--- config.mk ---
export PLATFORM = sky130hd
export DESIGN_NAME = id_ex_stage
export DESIGN_NICKNAME = d
export VERILOG_FILES = /design/src/rtl/id_ex_stage.sv
export SDC_FILE = /design/constraint.sdc
export NUM_CORES = 1
export LEC_CHECK = 0
export BUFFER_PORTS_ARGS = -buffer_cell sky130_fd_sc_hd__buf_2
export CAP_MARGIN = 0
export CELL_PAD_IN_SITES_DETAIL_PLACEMENT = 0
export CELL_PAD_IN_SITES_GLOBAL_PLACEMENT = 1
export CORE_MARGIN = 1.5
export CORE_UTILIZATION = 35
export CTS_BUF_LIST = sky130_fd_sc_hd__clkbuf_2 sky130_fd_sc_hd__clkbuf_4 sky130_fd_sc_hd__clkbuf_8
export CTS_CLUSTER_SIZE = 10
export DETAILED_ROUTE_END_ITERATION = 10
export PLACE_DENSITY_LB_ADDON = 0.1
export SYNTH_ARGS = -nofsm -noshare
export SYNTH_HDL_FRONTEND = slang
export SYNTH_SLANG_ARGS = --single-unit
export TNS_END_PERCENT = 5
--- constraint.sdc ---
create_clock -name clk -period 2.31 [get_ports clk]
set_clock_uncertainty 0.2 [all_clocks]
set_input_delay 0.693 -clock clk [delete_from_list [all_inputs] [get_ports clk]]
set_output_delay 0.693 -clock clk [all_outputs]
set_load 0.02 [all_outputs]
--- src/rtl/id_ex_stage.sv ---
// ID/EX pipeline register for the 5-stage pipelined core.
//
// Captures the decoded instruction (both register operands, immediate and control
// bundle) on each rising clock edge. Each operand has register 0 forced to zero and
// picks up a register written back in the same cycle. A load in EX whose destination
// matches either source of the instruction in ID causes a load-use hazard: stall is
// raised for one cycle and a bubble enters EX. A taken branch (flush) also forces a
// bubble.
//
// Ports:
//   clk, reset            rising-edge clock, asynchronous active-low reset
//   id_*                  instruction presented by decode / register file
//   wb_we/wb_addr/wb_data write-back port, used for same-cycle bypass
//   flush                 kill the instruction entering EX
//   stall                 combinational; hold PC and IF/ID this cycle
//   ex_*                  registered instruction for the EX stage
//   stall_count           saturating count of stall cycles
module id_ex_stage #(
    parameter int unsigned DATA_W = 32,
    parameter int unsigned ADDR_W = 5,
    parameter int unsigned CTRL_W = 10
) (
    input  logic              clk,
    input  logic              reset,
    input  logic              id_valid,
    input  logic [ADDR_W-1:0] id_rs,
    input  logic [ADDR_W-1:0] id_rt,
    input  logic [ADDR_W-1:0] id_rd,
    input  logic [DATA_W-1:0] id_rs_data,
    input  logic [DATA_W-1:0] id_rt_data,
    input  logic [DATA_W-1:0] id_imm,
    input  logic [CTRL_W-1:0] id_ctrl,
    input  logic              wb_we,
    input  logic [ADDR_W-1:0] wb_addr,
    input  logic [DATA_W-1:0] wb_data,
    input  logic              flush,
    output logic              stall,
    output logic              ex_valid,
    output logic [ADDR_W-1:0] ex_rs,
    output logic [ADDR_W-1:0] ex_rt,
    output logic [ADDR_W-1:0] ex_dst,
    output logic [DATA_W-1:0] ex_rs_data,
    output logic [DATA_W-1:0] ex_rt_data,
    output logic [DATA_W-1:0] ex_imm,
    output logic [CTRL_W-1:0] ex_ctrl,
    output logic [31:0]       stall_count
);

    localparam int unsigned CtrlMemRead = 1;
    localparam int unsigned CtrlRegDst  = 5;

    logic              ex_valid_q, ex_valid_d;
    logic [ADDR_W-1:0] ex_rs_q, ex_rs_d;
    logic [ADDR_W-1:0] ex_rt_q, ex_rt_d;
    logic [ADDR_W-1:0] ex_dst_q, ex_dst_d;
    logic [DATA_W-1:0] ex_rs_data_q, ex_rs_data_d;
    logic [DATA_W-1:0] ex_rt_data_q, ex_rt_data_d;
    logic [DATA_W-1:0] ex_imm_q, ex_imm_d;
    logic [CTRL_W-1:0] ex_ctrl_q, ex_ctrl_d;
    logic [31:0]       stall_count_q, stall_count_d;
    logic              capture;

    // Zero register wins over bypass, so a write-back to r0 never leaks through.
    function automatic logic [DATA_W-1:0] sel_operand(input logic [ADDR_W-1:0] addr,
                                                      input logic [DATA_W-1:0] rf_data,
                                                      input logic              we,
                                                      input logic [ADDR_W-1:0] waddr,
                                                      input logic [DATA_W-1:0] wdata);
        if (addr == '0) begin
            return '0;
        end else if (we && (waddr == addr)) begin
            return wdata;
        end else begin
            return rf_data;
        end
    endfunction

    always_comb begin
        // Both sources are compared even if the instruction only reads rs.
        stall = id_valid & ex_valid_q & ex_ctrl_q[CtrlMemRead] & (ex_dst_q != '0) &
                ((ex_dst_q == id_rs) | (ex_dst_q == id_rt));

        capture = !flush && !stall && id_valid;

        ex_valid_d   = 1'b0;
        ex_rs_d      = '0;
        ex_rt_d      = '0;
        ex_dst_d     = '0;
        ex_rs_data_d = '0;
        ex_rt_data_d = '0;
        ex_imm_d     = '0;
        ex_ctrl_d    = '0;
        if (capture) begin
            ex_valid_d   = 1'b1;
            ex_rs_d      = id_rs;
            ex_rt_d      = id_rt;
            ex_dst_d     = id_ctrl[CtrlRegDst] ? id_rd : id_rt;
            ex_rs_data_d = sel_operand(id_rs, id_rs_data, wb_we, wb_addr, wb_data);
            ex_rt_data_d = sel_operand(id_rt, id_rt_data, wb_we, wb_addr, wb_data);
            ex_imm_d     = id_imm;
            ex_ctrl_d    = id_ctrl;
        end

        stall_count_d = stall_count_q;
        if (stall && (stall_count_q != '1)) begin
            stall_count_d = stall_count_q + 32'd1;
        end
    end

    always_ff @(posedge clk or negedge reset) begin
        if (!reset) begin
            ex_valid_q    <= 1'b0;
            ex_rs_q       <= '0;
            ex_rt_q       <= '0;
            ex_dst_q      <= '0;
            ex_rs_data_q  <= '0;
            ex_rt_data_q  <= '0;
            ex_imm_q      <= '0;
            ex_ctrl_q     <= '0;
            stall_count_q <= '0;
        end else begin
            ex_valid_q    <= ex_valid_d;
            ex_rs_q       <= ex_rs_d;
            ex_rt_q       <= ex_rt_d;
            ex_dst_q      <= ex_dst_d;
            ex_rs_data_q  <= ex_rs_data_d;
            ex_rt_data_q  <= ex_rt_data_d;
            ex_imm_q      <= ex_imm_d;
            ex_ctrl_q     <= ex_ctrl_d;
            stall_count_q <= stall_count_d;
        end
    end

    assign ex_valid    = ex_valid_q;
    assign ex_rs       = ex_rs_q;
    assign ex_rt       = ex_rt_q;
    assign ex_dst      = ex_dst_q;
    assign ex_rs_data  = ex_rs_data_q;
    assign ex_rt_data  = ex_rt_data_q;
    assign ex_imm      = ex_imm_q;
    assign ex_ctrl     = ex_ctrl_q;
    assign stall_count = stall_count_q;

endmodule

==> flow_summary.toml <==
[yosys]
synth.cell_area_sq_um = 6301
synth.distinct_cells = 36
synthFlopType = "dfrtp_1"
synth-seq-cells = 154
synth_cells = 517
synth_enable_flop_cells = 0
ys_async_sr_fraction = 1.000
synth_top_area_frac = 0.6116
synthTopCellsByCount = "dfrtp_1 (154), nor2_1 (81), mux2i_1 (69)"
syn_avg_cell_area_sq_um = 12.19
synthesis.nets = 681
yosysMostFrequentCell = "dfrtp_1"
yosysSeqAreaShare = 0.6116
ys_warn_count = 0
synth.area.top_cells = "dfrtp_1 (61%), mux2i_1 (11%), and2_1 (5.2%), nor2_1 (4.8%), xor2_1 (3.8%)"
yosysTopAreaCell = "dfrtp_1"

[drt]
wl_microns = 18470
via_count = 5050
drc_errors = 0
routedWlPerCell_microns = 16.56
drt_iter0_drc = 138
vias_per_cell = 4.529
postRouteAntennaNets = 0
dr.pass1.iters = 6

[timing]
period_needed_ns = 2.581
finalSetupViolations = 1
setup_tns_ns = -0.2713
hold_slack_ns = 0.2435
slew_headroom = 0.7597
rsz0062_at_grt = "true"
fmax_ghz = 0.3874
finalHoldViolations = 0
worst_pin_slew_ns = 0.3571
worst_slack_ns = -0.2713
finalCritPeriodShare = 1.117
slew_violations = 0

[die]
die_w_microns = 137.2
dieHeight_microns = 137.2
core_area_sq_um = 17420
start_util = 0.3618
die_area_sq_um = 18820
ios = 318
rows = 48

[global_route]
grt-ovfl-total = 0
grt_pass1_vias = 5283
antenna_found_initial = 1
grt_max_degree = 55
grt_use_total = 0.1986
grt_pass1_wl_microns = 27610

[placed_design]
placed_area_sq_um = 8473
dpl.hpwl_microns = 14260
post-place-ws_ns = -0.2128
globalplace.congestion = 0.7908
io_buffer_count = 317
place.detailed.instances = 1079

[pwr]
total_power_mw = 5.838
p_int_mw = 4.420
seq_power_share = 0.481
pwr-share-comb = 0.115
pwr-share-clk = 0.404
ir_drop_mv = 0.3481
p_sw_mw = 1.418
power_leakage_nw = 4.850
p_per_area_nw_per_um2 = 648.5
switching_share = 0.2429

[setup_path]
path_max_fanout = 4
start_kind = "flop"
critPathKind = "reg -> out"
crit_arrival_ns = 1.69
endpoint_kind = "primary output"
worstPathRequired_ns = 1.42

[clocking]
cts_tree = "done"
clk_pin_slew_worst_paths_ns = 0.09
cts_root_buf = "clkbuf_8"
h-tree-depth = 4
clk_path_buf_depth = 2
cts_num_sinks = 154
worstSkewPairLatency_ns = 0.44
numCtsBuffers = 17

[finish]
final_cells = 1115
finalNetCount = 1040
area_growth_pct = 42.85
final_area_sq_um = 9001
final_util = 0.5168
drive_gt1_frac = 0.4718

[run]
maxCapViolations = 0

[min_path]
hold_path_class = "in -> reg"

[outcome]
violations = "setup timing"
status = "finished with violations"
## metal layers
metal	GRT usage	share of wire	vias up
li1	-	-	2437
met1	0.2236	0.38	2369
met2	0.3370	0.50	220
met3	0.07800	0.098	24
met4	0.08129	0.022	0
met5	0	0	-
## registers in the layout (all words and copies together), names as in the netlist
signal       count
ex_ctrl         10
stall_count     32
ex_imm          32
ex_rs            5
ex_rt_data      32
ex_rt            5
ex_valid         1
ex_rs_data      32
ex_dst           5
## placed cells by master (no fill, tap or decap), types with 2 or more instances in the layout
master        n
buf_2       315
dfrtp_1     151
nor2_1       81
mux2i_1      69
and2_1       52
buf_4        35
xor2_1       27
xnor2_1      19
clkbuf_8     19
nand3_1      16
nand2_1      16
nor3_1        9
nand4_1       8
buf_12        8
nor4_1        5
nor3_2        5
and3_1        5
bufinv_16     5
xnor2_2       3
nand3_2       3
dfrtp_2       3
diode_2       2
a21oi_1       2
inv_2         2
or4_1         2
o21ai_2       2
and3_2        2
nand4_2       2
clkinv_2      2
clkinvlp_4    2
buf_6         2
## logic make-up (layout without fill, tap and decap cells)
group	Yosys count	after routing	share of synthesized area
fa+ha+maj	1	1	0.001985
other cells	0	2	0
compound gates	6	6	0.007745
buf+inv	24	395	0.01966
simple gates	212	212	0.1765
flops	154	154	0.6116
xor+xnor	49	49	0.06930
mux	71	71	0.1132
## repair_timing
action / CTS / global route
hold buffers: 1 / 0
endpoints found under the setup margin: 1 / 3
hold endpoints to repair: 23 / 0
gates resized for setup: 4 / 5
setup buffers: 2 / 0
pin swaps: 5 / 2
## area by class of cell
type	instances	area, sq um
clock buffers	20	269.0
multi-input cells	339	2352
well taps	225	281.5
repair buffers	361	2032
diodes	2	5.005
inverters	3	11.26
clock inverters	11	192.7
flip-flops and latches	154	3857
fillers	1672	8416
## path summary, 6_finish.rpt
check / from / end / slack (ns) / cells after the start
max: ex_dst[4]$_DFF_PN0_ / stall / -0.27 / 6
min: id_imm[14] / ex_imm[14]$_DFF_PN0_ / 0.24 / 2
max reg2reg: ex_dst[4]$_DFF_PN0_ / stall_count[10]$_DFFE_PN0P_ / 0.13 / 9
min reg2reg: stall_count[31]$_DFFE_PN0P_ / stall_count[31]$_DFFE_PN0P_ / 0.30 / 1
max in group asynchronous: reset / ex_rt_data[20]$_DFF_PN0_ / 0.78 / 3
min in group asynchronous: reset / stall_count[18]$_DFFE_PN0P_ / 0.47 / 2
## worst max-delay path, cell delays in order (launching register included)
cell	delay [ns]
dfrtp_2	0.46
xnor2_2	0.15
nand3_1	0.14
o22ai_2	0.22
nand2_2	0.08
inv_2	0.08
buf_6	0.11
## power by group through the flow
stage	sequential [mW]	clock [mW]	combinational, mW
6_report	2.81	2.36	0.672
5_1_grt	2.81	2.55	0.740
4_1_cts	2.81	2.43	0.685
3_5_place_dp	2.86	0	0.680
3_3_place_gp	2.86	0	0.669
2_1_floorplan	2.98	0	0.170
(Power assumes the default switching activity.)
